File: src/rtl/seq_mult_unit.sv
// Multi-cycle shift-and-add multiplier for mult/multu: one partial-product step per RUN cycle,
// sign correction on the way out of DONE, and a start/busy/done handshake to the stall logic.
module seq_mult_unit #(
    parameter int WIDTH = 32
) (
    input  logic             clk_i,
    input  logic             reset_i,
    input  logic             start_i,
    input  logic             is_signed_i,
    input  logic [WIDTH-1:0] op_a_i,
    input  logic [WIDTH-1:0] op_b_i,
    output logic             busy_o,
    output logic             done_o,
    output logic [WIDTH-1:0] hi_o,
    output logic [WIDTH-1:0] lo_o
);

    localparam int CW = (WIDTH > 1) ? $clog2(WIDTH) : 1;

    typedef enum logic [1:0] {
        S_IDLE,
        S_RUN,
        S_DONE
    } state_t;

    state_t             state_q, state_d;
    logic [CW-1:0]      count_q, count_d;
    logic [WIDTH-1:0]   mag_a_q, mag_a_d;
    logic [2*WIDTH-1:0] prod_q, prod_d;
    logic               sign_a_q, sign_a_d;
    logic               sign_b_q, sign_b_d;
    logic               busy_q, busy_d;
    logic               done_q, done_d;
    logic [WIDTH-1:0]   hi_q, hi_d;
    logic [WIDTH-1:0]   lo_q, lo_d;

    logic               neg_a_in, neg_b_in;
    logic [WIDTH-1:0]   abs_a, abs_b;
    logic [WIDTH:0]     upper_sum, upper_next;
    logic [2*WIDTH-1:0] prod_step, prod_fixed;

    assign neg_a_in = is_signed_i & op_a_i[WIDTH-1];
    assign neg_b_in = is_signed_i & op_b_i[WIDTH-1];
    assign abs_a    = neg_a_in ? (~op_a_i + 1'b1) : op_a_i;
    assign abs_b    = neg_b_in ? (~op_b_i + 1'b1) : op_b_i;

    // Carry out of the upper-half add becomes the new MSB after the shift.
    assign upper_sum  = {1'b0, prod_q[2*WIDTH-1:WIDTH]} + {1'b0, mag_a_q};
    assign upper_next = prod_q[0] ? upper_sum : {1'b0, prod_q[2*WIDTH-1:WIDTH]};
    assign prod_step  = {upper_next, prod_q[WIDTH-1:1]};
    assign prod_fixed = (sign_a_q ^ sign_b_q) ? (~prod_q + 1'b1) : prod_q;

    always_comb begin
        state_d  = state_q;
        count_d  = count_q;
        mag_a_d  = mag_a_q;
        prod_d   = prod_q;
        sign_a_d = sign_a_q;
        sign_b_d = sign_b_q;
        busy_d   = 1'b0;
        done_d   = 1'b0;
        hi_d     = hi_q;
        lo_d     = lo_q;
        case (state_q)
            S_IDLE: begin
                if (start_i) begin
                    state_d  = S_RUN;
                    sign_a_d = neg_a_in;
                    sign_b_d = neg_b_in;
                    mag_a_d  = abs_a;
                    prod_d   = {{WIDTH{1'b0}}, abs_b};
                    count_d  = '0;
                    busy_d   = 1'b1;
                end
            end
            S_RUN: begin
                prod_d  = prod_step;
                count_d = count_q + CW'(1);
                busy_d  = 1'b1;
                if (count_q == CW'(WIDTH - 1)) begin
                    state_d = S_DONE;
                end
            end
            S_DONE: begin
                state_d      = S_IDLE;
                {hi_d, lo_d} = prod_fixed;
                done_d       = 1'b1;
            end
            default: begin
                state_d = S_IDLE;
            end
        endcase
    end

    always_ff @(posedge clk_i or posedge reset_i) begin
        if (reset_i) begin
            state_q  <= S_IDLE;
            count_q  <= '0;
            mag_a_q  <= '0;
            prod_q   <= '0;
            sign_a_q <= 1'b0;
            sign_b_q <= 1'b0;
            busy_q   <= 1'b0;
            done_q   <= 1'b0;
            hi_q     <= '0;
            lo_q     <= '0;
        end else begin
            state_q  <= state_d;
            count_q  <= count_d;
            mag_a_q  <= mag_a_d;
            prod_q   <= prod_d;
            sign_a_q <= sign_a_d;
            sign_b_q <= sign_b_d;
            busy_q   <= busy_d;
            done_q   <= done_d;
            hi_q     <= hi_d;
            lo_q     <= lo_d;
        end
    end

    assign busy_o = busy_q;
    assign done_o = done_q;
    assign hi_o   = hi_q;
    assign lo_o   = lo_q;

endmodule

File: config.mk
export PLATFORM = sky130hd
export DESIGN_NAME = seq_mult_unit
export DESIGN_NICKNAME = d
export VERILOG_FILES = /design/src/rtl/seq_mult_unit.sv
export SDC_FILE = /design/constraint.sdc
export NUM_CORES = 1
export LEC_CHECK = 0
export ABC_AREA = 1
export CAP_MARGIN = 30
export CORE_MARGIN = 3
export CORE_UTILIZATION = 39
export DETAILED_ROUTE_END_ITERATION = 8
export PLACE_DENSITY = 0.62
export SLEW_MARGIN = 20
export SYNTH_ARGS = -nofsm -noshare
export SYNTH_HDL_FRONTEND = slang
export SYNTH_SLANG_ARGS = --single-unit
File: constraint.sdc
create_clock -name clk_i -period 15.15 [get_ports clk_i]
set_clock_uncertainty 0.05 [all_clocks]
set_input_delay 3.03 -clock clk_i [delete_from_list [all_inputs] [get_ports clk_i]]
set_output_delay 3.03 -clock clk_i [all_outputs]
set_load 0.02 [all_outputs]
# After elaboration in Yosys (flattened, before gate mapping)
# Cells that the tools add are included.
dict set report totals {
  ff_bits 171
  wordCells 45
}
dict set report classes {
  n_addsub 5
  n_eq_ne 5
  mux 14
  n_bitwise 6
  n_reduce_logical 5
}
# cell n
set ops {}
lappend ops {{64-bit two-way mux} 2}
lappend ops {{64-bit case mux with 2 select lines} 1}
lappend ops {{32-bit by 1-bit adder with 32-bit output, second input constant} 2}
lappend ops {{64-bit by 1-bit adder with 64-bit output, second input constant} 1}
lappend ops {{32-bit two-way mux} 2}
lappend ops {{32-bit NOT} 2}
lappend ops {{64-bit NOT} 1}
lappend ops {{32-bit by 32-bit adder with 33-bit output} 1}
lappend ops {{33-bit two-way mux} 1}
lappend ops {{5-bit case mux with 2 select lines} 1}
lappend ops {{2-bit AND reduction} 3}
lappend ops {{5-bit by 1-bit adder with 5-bit output, second input constant} 1}
lappend ops {{5-bit == test, second input constant} 1}
lappend ops {{5-bit two-way mux} 1}
lappend ops {{2-bit two-way mux} 2}
lappend ops {{2-bit inequality test, second input constant} 2}
lappend ops {{2-bit case mux with 2 select lines} 1}
lappend ops {{1-bit AND} 2}
lappend ops {{2-bit by 1-bit == test with 1-bit output, second input constant} 1}
lappend ops {{2-bit == test, second input constant} 1}
lappend ops {{2-bit logical NOT} 1}
lappend ops {{1-bit two-way mux} 2}
lappend ops {{1-bit case mux with 2 select lines} 1}
lappend ops {{2-bit nonzero test} 1}
lappend ops {{1-bit bitwise XOR} 1}

# Logic depth before layout (Yosys ltp)
dict set report depth {
  ltp_word 5
  depth_mapped 15
  mapped_depth_nobuf 15
}

# Worst setup path after synthesis
# OpenSTA, ideal clock, no wires.
dict set report synth_timing {
  path_type {input to register}
  start {input op_a_i[0]}
  end {register mag_a_q[22]}
  setup_ns 0.135
  arrival_time_ns 4.093
  slack_ns 10.872
  stages 10
  n_path_buf 0
  cell_sequence {inv_1 ha_1 nand2_1 nor2_1 nand2_1 nor2_1 nand2_1 nand2_1 xor2_1 o21ai_0}
}
dict set report synth_via {
  elab_chain_cells 3
}
# element line
set synth_rtl {}
lappend synth_rtl {{start, declared} 10} ;# input logic [WIDTH-1:0] op_a_i,
lappend synth_rtl {{32-bit NOT} 44} ;# assign abs_a = neg_a_in ? (~op_a_i + 1'b1) : op_a_i;
lappend synth_rtl {{32-bit by 1-bit adder with 32-bit output} 44}
lappend synth_rtl {{32-bit two-way mux} 44}
lappend synth_rtl {{end signal, assigned} 110} ;# mag_a_q <= mag_a_d;
lappend synth_rtl {{end, declared} 28} ;# logic [WIDTH-1:0] mag_a_q, mag_a_d;
# No other way between the ends.
# A chain may end at the register's enable or synchronous reset.

# Worst setup path after layout
dict set report layout_timing {
  start {input is_signed_i}
  end {register prod_q[18]}
}
dict set report layout_via {
  elab_chain_cells 4
}
# element line
set layout_rtl {}
lappend layout_rtl {{start, declared} 9} ;# input logic is_signed_i,
lappend layout_rtl {{1-bit AND} 43} ;# assign neg_b_in = is_signed_i & op_b_i[WIDTH-1];
lappend layout_rtl {{32-bit two-way mux} 45} ;# assign abs_b = neg_b_in ? (~op_b_i + 1'b1) : op_b_i;
lappend layout_rtl {{64-bit two-way mux} 66} ;# if (start_i) begin
lappend layout_rtl {{64-bit case mux with 2 select lines} 64} ;# case (state_q)
lappend layout_rtl {{end signal, assigned} 111} ;# prod_q <= prod_d;
lappend layout_rtl {{end, declared} 29} ;# logic [2*WIDTH-1:0] prod_q, prod_d;
# No other way between the ends. The select of a mux whose other input is x is not followed.

==> reports/results.ini <==
[global_routing]
overflow=0
met1_usage_pct=35.4
grt_max_degree=70
grt_usage_pct=23.2
grt_use_met3_pct=3.02
grt_pass1_wl_mm=66.7
busiest_layer=met1
grt_pass1_vias=12380
met2_usage_pct=34.5
antenna_found_initial=0

[placed_design]
io_buffers=133
hpwl_mm=32.4
pre_cts_ws_ns=9.52
place.gp.congestion=0.955

[synth]
syn-num-nets=2169
synthDistinctLibCells=44
synth_edf_count=0
ys_top_cells_by_area=dfrtp_1 33%, nand2_1 21%, inv_1 7.9%
synthFlopType=dfrtp_1
syn_area_mm2=0.0131
synth_seq_area_share_pct=32.7
synth_top_cell_area_share_pct=32.7
async_reset_ff_share_pct=100
yosysTopAreaCell=dfrtp_1
syn_inst=2063
ys.warnings.count=0
ys_ff_latch=171
synth_area_per_cell_um2=6.33

[detailed_routing]
vias_per_cell=5.06
drc_errors=0
postRouteAntennaNets=0
drtIter0Drc=1214
vias=13270
wl_per_cell_um=15.6
routed_wl_mm=41.0
firstDrtPassIters=6

[sta]
setup_violations=0
max_slew_margin_pct=37.2
final.setup.tns_ns=0
fmax_ghz=0.193
hold_ws_ns=0.430
fin_ws_ns=9.97
hold_viol_final=0
period_share_pct=34.2
grt_setup_unrepaired=false
min_period_ns=5.18
worst_slew_pin_slew_ns=0.941
slew_violations=0

[status]
status=finished clean

[die]
dieArea_mm2=0.0357
io_pins=134
placement_rows=66
die_x_um=189
start_util_pct=39.9
die_height_um=189
core_area_mm2=0.0328

[cells_and_area]
post-route-util_pct=46.9
final_common_cell=nand2_1
antenna_cells=0
nNetsFinal=2275
area_growth_pct=17.6
final_cell_mix=717 x nand2_1, 273 x inv_1, 195 x nand3_1, 190 x nor2_1, 171 x dfrtp_1
drive_gt1_share_pct=4.31

[clocking]
cts_tree=done
hold_buffers=0
path_clk_slew_ns=0.07
cts-root-buf=clkbuf_16
h-tree-depth=4
clock_path_buffers=2
clock_latency_ns=0.44
cts_buffers=17
clock_sinks=171
postCtsResizedCells=0
cts_setup_buffers=0

[critical_path]
ff2ff_path_depth=7
path_depth=7
cp_slowest_cell=inv_1
slowest_delay_ns=0.79
critPathArrivalTime_ns=5.46
crit_fanout=29
critPathLaunchType=input pin
critPathKind=in2reg
cp-end-kind=flop
worst-path-buf-inv=2
crit_chain=clkdlybuf4s50_1 > nand2_1 > inv_1 > o21ai_2 > or2_2 > nand3_1 > nand2_1
cpMostUsedCell=nand2_1
path_delay_family=buffers and inverters
required_ns=15.43

[pwr]
irDropWorstVdd_mv=0.108
p_int_w=0.00149
p_switching_w=0.00163
seq_power_share_pct=27.5
p_per_area_mw_per_mm2=203
cellLeakagePower_nw=7.72
p_clk_share_pct=14.3
power_frac_comb_pct=58.1
p_sw_share_pct=52.3

[flow_run]
cap_violations=0

[min_path]
worstHoldPathCells=2
hold_path.class=reg2reg

## synth_stat cells (2+ instances only)
cell type,instances
nor3_2,3
inv_1,274
nor3_1,24
o21ai_2,2
nand2_2,8
nand4_1,24
a21oi_1,74
nand2_4,2
o221ai_1,4
o21ai_0,115
o21bai_1,6
o31ai_1,6
nand3_1,195
nand3b_1,2
nand3_2,4
dfrtp_1,171
o22ai_1,9
buf_2,14
nor2_4,7
xnor2_1,5
or2_2,5
inv_2,6
nor2_1,192
o211ai_1,2
a22oi_1,25
a31oi_1,3
nor4_1,2
buf_1,3
a22o_1,2
xor2_1,56
ha_1,37
nand2_1,717
clkbuf_1,38
o21ai_1,3
buf_6,2
nor2_2,13
## power groups by stage
stage / clock, W / sequential (W) / combinational [W]
6_report: 0.000447 / 0.000859 / 0.00181
5_1_grt: 0.000475 / 0.000875 / 0.00208
4_1_cts: 0.000456 / 0.000846 / 0.00180
3_5_place_dp: 0 / 0.000854 / 0.00179
3_3_place_gp: 0 / 0.000850 / 0.00177
2_1_floorplan: 0 / 0.000772 / 0.00134
## worst min-delay path, delay by kind of cell, from the launching register on
| family | cells | cell delay, ns |
|---|---|---|
| flip-flops | 1 | 0.34 |
| AND/OR/NAND/NOR | 2 | 0.10 |
## stage by stage
| stage | total power, W | instance area [um^2] | std cells |
|---|---|---|---|
| 6_report | 0.00312 | 15400 | 2623 |
| 5_1_grt | 0.00343 | 15400 | 2623 |
| 4_1_cts | 0.00310 | 15400 | 2622 |
| 3_5_place_dp | 0.00265 | 14800 | 2591 |
| 3_3_place_gp | 0.00262 | 14800 | 2591 |
| 2_1_floorplan | 0.00211 | 13100 | 2063 |
## layer usage
layer | wire length [um] | up-vias
met2 | 17100 | 410
met1 | 20700 | 6028
met5 | 0 | -
met4 | 756 | 0
met3 | 2500 | 47
li1 | - | 6785
## final timing paths
path	slack, ns	start	to
max	9.97	is_signed_i	prod_q[18]$_DFFE_PP0P_
min	0.43	hi_o[11]$_DFFE_PP0P_	hi_o[11]$_DFFE_PP0P_
max reg2reg	12.64	state_q[1]$_DFFE_PP0P_	prod_q[8]$_DFFE_PP0P_
min reg2reg	0.43	hi_o[11]$_DFFE_PP0P_	hi_o[11]$_DFFE_PP0P_
max in group asynchronous	10.17	reset_i	prod_q[31]$_DFFE_PP0P_
min in group asynchronous	2.98	reset_i	hi_o[26]$_DFFE_PP0P_
## sequential cells by signal, summed over array words and instances, names as in the netlist
name,count
sign_b_q,1
count_q,5
done_o,1
sign_a_q,1
lo_o,32
hi_o,32
state_q,2
busy_o,1
mag_a_q,32
prod_q,64
## logic make-up after synthesis
logic type | Yosys count | share of synthesized area, %
flops | 171 | 32.7
simple gates | 1201 | 38.6
compound gates | 252 | 10.8
fa+ha+maj | 38 | 3.70
buf+inv | 340 | 10.1
xor+xnor | 61 | 4.09
## layout make-up
type	instances	area, um^2
clock buffers	20	437
clock inverters	11	139
fillers	3475	17400
inverters	281	1060
multi-input cells	1552	7470
flip-flops and latches	171	4280
well taps	442	553
repair buffers	146	1430
No activity file was read; power rests on OpenSTA's default activity.
